[src/rtl/player_life_pkg.sv]
// player_life_pkg
// Shared types and widths for the player life-cycle controller and the
// frame counter it uses.
//   life_state_t : FSM state encoding (visible on state_dbg)
//   LIVES_W      : width of the lives counter
//   FRAME_CNT_W  : width of the per-state frame counter
package player_life_pkg;

    localparam int LIVES_W     = 3;
    localparam int FRAME_CNT_W = 8;

    typedef enum logic [2:0] {
        PLAY      = 3'd0,
        DYING     = 3'd1,
        RESPAWN   = 3'd2,
        INVULN    = 3'd3,
        GAME_OVER = 3'd4
    } life_state_t;

    // Lives never wrap below zero.
    function automatic logic [LIVES_W-1:0] lives_dec_sat(input logic [LIVES_W-1:0] v);
        return (v == '0) ? '0 : v - 1'b1;
    endfunction

endpackage

[src/rtl/frame_counter.sv]
// frame_counter
// Counts video frames (startOfFrame pulses). A synchronous clear takes
// priority over counting, so a frame strobe arriving in the same cycle as
// a clear is dropped and the counter restarts from zero.
// Ports:
//   clk          : system clock
//   resetN       : asynchronous active-low reset
//   clear        : synchronous clear to zero
//   startOfFrame : one-cycle pulse per video frame
//   count        : current frame count
module frame_counter
    import player_life_pkg::*;
#(
    parameter int W = FRAME_CNT_W
) (
    input  logic         clk,
    input  logic         resetN,
    input  logic         clear,
    input  logic         startOfFrame,
    output logic [W-1:0] count
);

    always_ff @(posedge clk or negedge resetN) begin
        if (!resetN) begin
            count <= '0;
        end else if (clear) begin
            count <= '0;
        end else if (startOfFrame) begin
            count <= count + 1'b1;
        end
    end

endmodule

[src/rtl/player_life_ctrl.sv]
// player_life_ctrl
// Sequences the player through PLAY -> DYING -> RESPAWN -> INVULN -> PLAY,
// ending in GAME_OVER when the last life is spent. new_game restarts from
// any state.
// Optional feature: define PLAYER_EXTRA_LIFE_EN to let bonus_life add a
// life (saturating at MAX_LIVES) in every state except GAME_OVER. Without
// it bonus_life is ignored.
// Ports:
//   clk, resetN   : clock, asynchronous active-low reset
//   startOfFrame  : one-cycle pulse per video frame
//   player_hit    : raw collision level from collision logic
//   new_game      : one-cycle restart request
//   bonus_life    : one-cycle extra-life pulse
//   playerDR_in   : drawing request from the player block
//   playerDR_out  : blink/game-over gated drawing request (combinational)
//   player_rst_n  : active-low reset to the player block (low in RESPAWN)
//   move_enable   : registered enable for the arrow inputs
//   lives         : remaining lives (registered)
//   game_over     : registered, high in GAME_OVER
//   state_dbg     : current FSM state encoding
module player_life_ctrl
    import player_life_pkg::*;
#(
    parameter int INIT_LIVES    = 3,
    parameter int MAX_LIVES     = 7,
    parameter int DEATH_FRAMES  = 64,
    parameter int INVULN_FRAMES = 96,
    parameter int BLINK_LOG2    = 3
) (
    input  logic               clk,
    input  logic               resetN,
    input  logic               startOfFrame,
    input  logic               player_hit,
    input  logic               new_game,
    input  logic               bonus_life,
    input  logic               playerDR_in,
    output logic               playerDR_out,
    output logic               player_rst_n,
    output logic               move_enable,
    output logic [LIVES_W-1:0] lives,
    output logic               game_over,
    output logic [2:0]         state_dbg
);

    localparam logic [LIVES_W-1:0]     INIT_L     = LIVES_W'(INIT_LIVES);
    localparam logic [LIVES_W-1:0]     MAX_L      = LIVES_W'(MAX_LIVES);
    localparam logic [FRAME_CNT_W-1:0] DEATH_LAST = FRAME_CNT_W'(DEATH_FRAMES - 1);
    localparam logic [FRAME_CNT_W-1:0] INV_LAST   = FRAME_CNT_W'(INVULN_FRAMES - 1);

    life_state_t             state;
    life_state_t             next_state;
    logic [LIVES_W-1:0]      lives_next;
    logic [FRAME_CNT_W-1:0]  frame_cnt;
    logic                    cnt_clear;
    logic                    lose_life;
    logic                    rst_flag;

    // Any state change restarts the frame count. new_game also clears it,
    // since a restart from RESPAWN does not change the state.
    assign cnt_clear = (next_state != state) || new_game;

    frame_counter #(
        .W (FRAME_CNT_W)
    ) u_frame_counter (
        .clk          (clk),
        .resetN       (resetN),
        .clear        (cnt_clear),
        .startOfFrame (startOfFrame),
        .count        (frame_cnt)
    );

    // Next-state and next-lives. new_game wins over everything else; a hit
    // is only honoured in PLAY, and the timeouts look at the frame strobe
    // that completes the last frame of the phase.
    always_comb begin
        next_state = state;
        lives_next = lives;
        lose_life  = 1'b0;
        if (new_game) begin
            next_state = RESPAWN;
            lives_next = INIT_L;
        end else begin
            unique case (state)
                PLAY: begin
                    if (player_hit) begin
                        next_state = DYING;
                        lose_life  = 1'b1;
                        lives_next = lives_dec_sat(lives);
                    end
                end
                DYING: begin
                    if (startOfFrame && frame_cnt == DEATH_LAST) begin
                        next_state = (lives == '0) ? GAME_OVER : RESPAWN;
                    end
                end
                RESPAWN: begin
                    next_state = INVULN;
                end
                INVULN: begin
                    if (startOfFrame && frame_cnt == INV_LAST) begin
                        next_state = PLAY;
                    end
                end
                GAME_OVER: begin
                    next_state = GAME_OVER;
                end
                default: begin
                    next_state = PLAY;
                end
            endcase
`ifdef PLAYER_EXTRA_LIFE_EN
            // A bonus arriving with the death decrement cancels it out.
            if (bonus_life && state != GAME_OVER) begin
                if (lose_life) begin
                    lives_next = lives;
                end else if (lives != MAX_L) begin
                    lives_next = lives + 1'b1;
                end
            end
`endif
        end
    end

`ifndef PLAYER_EXTRA_LIFE_EN
    logic unused_bonus_life;
    assign unused_bonus_life = bonus_life;
`endif

    // State, lives and the registered outputs. Outputs are derived from the
    // next state so they line up with the state they describe.
    always_ff @(posedge clk or negedge resetN) begin
        if (!resetN) begin
            state       <= PLAY;
            lives       <= INIT_L;
            rst_flag    <= 1'b1;
            move_enable <= 1'b1;
            game_over   <= 1'b0;
        end else begin
            state       <= next_state;
            lives       <= lives_next;
            rst_flag    <= (next_state != RESPAWN);
            move_enable <= (next_state == PLAY) || (next_state == INVULN);
            game_over   <= (next_state == GAME_OVER);
        end
    end

    assign player_rst_n = resetN & rst_flag;
    assign state_dbg    = state;

    // Draw path stays combinational. In INVULN the player is hidden on odd
    // blink half-periods, so the first half-period after respawn is visible.
    always_comb begin
        playerDR_out = playerDR_in;
        unique case (state)
            INVULN:    playerDR_out = playerDR_in & ~frame_cnt[BLINK_LOG2];
            GAME_OVER: playerDR_out = 1'b0;
            default:   playerDR_out = playerDR_in;
        endcase
    end

endmodule

[config.mk]
export PLATFORM = sky130hd
export DESIGN_NAME = player_life_ctrl
export DESIGN_NICKNAME = d
export VERILOG_FILES = /design/src/rtl/player_life_pkg.sv /design/src/rtl/frame_counter.sv /design/src/rtl/player_life_ctrl.sv
export SDC_FILE = /design/constraint.sdc
export NUM_CORES = 1
export LEC_CHECK = 0
export CAP_MARGIN = 20
export CORE_AREA = 2 2 50 52
export CTS_BUF_LIST = sky130_fd_sc_hd__clkbuf_4
export CTS_CLUSTER_DIAMETER = 200
export DETAILED_ROUTE_END_ITERATION = 8
export DIE_AREA = 0 0 52 54
export DONT_BUFFER_PORTS = 1
export GPL_TIMING_DRIVEN = 0
export MAX_ROUTING_LAYER = met4
export SETUP_SLACK_MARGIN = 0.5
export SLEW_MARGIN = 10
export SYNTH_ARGS = -nofsm -noshare
export SYNTH_HDL_FRONTEND = slang
export SYNTH_SLANG_ARGS = --single-unit
[constraint.sdc]
create_clock -name clk -period 2.5 [get_ports clk]
set_input_delay 0.25 -clock clk [delete_from_list [all_inputs] [get_ports clk]]
set_output_delay 0.25 -clock clk [all_outputs]
set_load 0.01 [all_outputs]
==> PnR_summary.wiki <==
{| class="wikitable"
! Metric !! Value
|-
| Total routing resource utilization after global routing || 16.14%
|-
| Sequential element share of the synthesized area || 46.05%
|-
| Data required time of the critical path || 2.72 ns
|-
| Final routed wire length divided by cell count || 15.12 um
|-
| Cell accounting for the most synthesized area || sky130_fd_sc_hd__dfrtp_1
|-
| Vias in the first global route || between 600 and 700
|-
| P&R area growth vs syn || 8.300%
|-
| Post-synth ARST share || 100.0%
|-
| Placement row count || 18
|-
| Initial antenna violation count || 0
|-
| Post-synth top cells || 13 x sky130_fd_sc_hd__dfrtp_1, 7 x sky130_fd_sc_hd__nor2_1, 7 x sky130_fd_sc_hd__nor3_1
|-
| Buffers and inverters on the worst path || 1
|-
| Number of pins with negative max-slew slack in the final report || 0
|-
| Startpoint types || flip-flop
|-
| Hold/Removal Path Class || in2reg
|-
| Antenna cell count || 0
|-
| Number of sinks on the clock net || 17
|-
| Worst Hold Margin || 0.1120 ns
|-
| Clk_lat worst skew || 0.29 ns
|-
| TritonRoute pass-1 iters || 4
|-
| Final Skew || around 0.0046 ns
|-
| Die outline area || between 0.002 and 0.003 mm^2
|-
| Port Buf Inserts || 0
|-
| Max Buffers Root-to-Sink || 2
|-
| Netlist cell types || 39
|-
| Multi-input gate area in the final layout || 461.7 um^2
|-
| Pin count of the biggest net entering global routing || 18
|-
| Number of synthesized flops with an enable pin || 0
|-
| Synth Cell Area || 934.6 um^2
|-
| Starting Density || 40.29%
|-
| Post-route ant nets || 0
|-
| Routed vias/inst || roughly 5.6
|-
| Multiplexer area fraction after synthesis || 1.071%
|-
| HPWL Detailed || 1.358 mm
|-
| Worst voltage drop across the vdd grid || 0.3129 mV
|-
| Yosys synthesis warning count || 0
|-
| Net count of the finished layout || 106
|-
| Most used flip-flop cell after synthesis || sky130_fd_sc_hd__dfrtp_1
|-
| Fmax || 590.0 MHz
|-
| DRT iter0 DRCs || 16
|-
| Post-synthesis share of cell area spent on xor and xnor gates || 6.560%
|-
| CTS buffer count || 3
|-
| Max incr delay on CP || 0.45 ns
|-
| Setup TNS || 0 ns
|-
| Peak fanout along the critical path || 10
|-
| Final RePlAce weighted congestion || 0.7398
|-
| Via total after detailed routing || 717
|-
| Delay-heaviest family, CP || compound AO/OA/AOI/OAI gates
|-
| Library cell contributing the largest single delay on the critical path || sky130_fd_sc_hd__dfrtp_1
|-
| Die W || 52 um
|-
| Fin crit period || roughly 1.7 ns
|-
| Unrepaired setup endpoints after global routing || false
|-
| Static power due to leakage || ~0.42 nW
|-
| Cells after synthesis || between 90 and 100
|-
| Placed cells || 122
|-
| Number of standard cells in the final layout excluding fillers || 127
|-
| Logic depth of the worst register-to-register path || 5
|-
| Global route overflow || 0
|-
| Critical path depth in cells || 5
|-
| Final Hold Violating Endpoints || 0
|-
| Cell types occupying the most area after synthesis || sky130_fd_sc_hd__dfrtp_1 35%, sky130_fd_sc_hd__dfstp_2 11%, sky130_fd_sc_hd__nor3_1 3.7%
|-
| Die Height || 54 um
|-
| Power per Cell Area || 467.6 mW/mm^2
|-
| Reg clk slew, reported paths || 0.10 ns
|-
| Synthesized Nets || 100
|-
| Synthesis-stage register bit count || 17
|-
| Arithmetic-cell share of the synthesized area counting full adders, half adders and majority gates || 1.339%
|-
| Area after DPL || 972.2 um^2
|-
| # Max-Cap Violations || 0
|-
| Share of the clock period used by the worst path after layout || 67.80%
|-
| Main combinational cell family by area after synthesis || simple AND/OR/NAND/NOR gates
|-
| Area of all sequential standard cells || 430.4 um^2
|-
| Post-synthesis simple-gate area fraction || 27.31%
|-
| Cell Chain, Critical Path || buf_2, o21bai_1, a211oi_1, nor3_2, nor3_1
|-
| IO Count || 17
|-
| Area inside the core boundary || about 0.0023 mm^2
|-
| Post-synth top area share || 34.81%
|-
| Post-CTS Setup Inserts || 0
|-
| Final cell area excluding filler cells || 0.001012 mm^2
|-
| H-tree level count || 1
|-
| Syn Area/Cell || 10.16 um^2
|-
| Type of the setup path with the least slack || reg2reg
|-
| Fillers || 237
|-
| Total wire length || 1.920 mm
|-
| Remaining design rule violation count || 0
|-
| First-pass GRT wire length || ~3.2 mm
|-
| Share of final-layout standard cells stronger than drive strength 1 || roughly a fifth
|-
| Leading cell type by number of instances after synthesis || sky130_fd_sc_hd__dfrtp_1
|-
| Compound-cell area share of the yosys netlist || 13.12%
|-
| Number of stages on the worst hold path || 2
|-
| Nature of the critical path endpoint || flip-flop
|-
| Setup violators final || 0
|-
| Arrival time at the worst endpoint || between 1.5 and 2 ns
|-
| Tightest Pin Transition || approximately 0.8 ns
|-
| Run status || finished, final reports clean
|-
| TritonCTS clock tree || built
|-
| Master cell of the clock root buffer || sky130_fd_sc_hd__clkbuf_4
|-
| Max_slew headroom || between 40% and 50%
|}
==> what timing repair did <==
item,in CTS,in global routing
gates resized for setup,0,0
endpoints found under the hold margin,17,0
hold buffers,1,0
==> worst paths after layout <==
kind | start | end | slack [ns]
max in group asynchronous | resetN | game_over$_DFF_PN0_ | 1.54
min | startOfFrame | u_frame_counter.count[0]$_DFFE_PN0P_ | 0.11
max | state_dbg[2]$_DFF_PN0_ | u_frame_counter.count[0]$_DFFE_PN0P_ | 0.80
max reg2reg | state_dbg[2]$_DFF_PN0_ | u_frame_counter.count[0]$_DFFE_PN0P_ | 0.80
min reg2reg | u_frame_counter.count[4]$_DFFE_PN0P_ | u_frame_counter.count[4]$_DFFE_PN0P_ | 0.56
min in group asynchronous | resetN | u_frame_counter.count[6]$_DFFE_PN0P_ | 0.47
==> flip-flops by register name (all words and copies together), names as in the netlist <==
signal and count:
lives 3, game_over 1, state_dbg 3, move_enable 1, u_frame_counter.count 8, rst_flag 1
==> metal layers <==
| layer | routed length (um) | GRT usage [%] |
|---|---|---|
| met1 | 887 | 20.69 |
| met2 | 836 | 23.63 |
| met3 | 174 | 5.000 |
| met4 | 22 | 6.579 |
| met5 | 0 | - |
==> layout by cell type (no fill, tap or decap), types with 2 or more instances in the layout <==
cell type                  Yosys  layout
sky130_fd_sc_hd__nor3_1        7       7
sky130_fd_sc_hd__nand3_1       3       3
sky130_fd_sc_hd__dfrtp_1      13      13
sky130_fd_sc_hd__xor2_1        4       4
sky130_fd_sc_hd__buf_2         3       3
sky130_fd_sc_hd__inv_1         3       3
sky130_fd_sc_hd__a21oi_1       4       4
sky130_fd_sc_hd__and2_1        2       2
sky130_fd_sc_hd__nand2_1       6       6
sky130_fd_sc_hd__xnor2_1       3       3
sky130_fd_sc_hd__nand4_1       2       2
sky130_fd_sc_hd__and3_1        4       4
sky130_fd_sc_hd__clkbuf_4      0       4
sky130_fd_sc_hd__nor2_1        7       7
sky130_fd_sc_hd__dfstp_2       4       4
sky130_fd_sc_hd__a211oi_1      2       2
sky130_fd_sc_hd__nor4bb_1      2       2
==> cells by family after synthesis <==
logic type / after synthesis
mux: 1
xor+xnor: 7
simple gates: 43
compound gates: 15
flops: 17
fa+ha+maj: 1
buf+inv: 8
==> power breakdown <==
| part | total [W] | leakage, nW | internal (W) | switching, W |
|---|---|---|---|---|
| logic | 0.0000278 | 0.186 | 0.0000101 | 0.0000177 |
| clock network | 0.000163 | 0.0184 | 0.0000730 | 0.0000897 |
| registers | 0.000283 | 0.216 | 0.000280 | 0.00000296 |
| total | 0.000473 | 0.420 | 0.000363 | 0.000110 |
==> metrics by stage <==
stage	power [W]	utilization [%]	worst slack, ns
after floorplan	0.0003050	-	0.9983
after global placement	0.0003089	41.91	0.8583
after detailed placement	0.0003094	41.91	0.8259
after CTS	0.0004789	43.64	0.8040
after global routing	0.0004908	43.64	0.6304
final	0.0004733	43.64	0.8050
==> area by class of cell <==
type / count / share of cell area [%]
flip-flops and latches: 17 / 42.52
repair buffers: 1 / 0.9889
clock buffers: 4 / 2.967
well taps: 30 / 3.708
multi-input cells: 67 / 45.61
plain buffers: 5 / 3.090
inverters: 3 / 1.112
No activity file was read; power rests on OpenSTA's default activity.
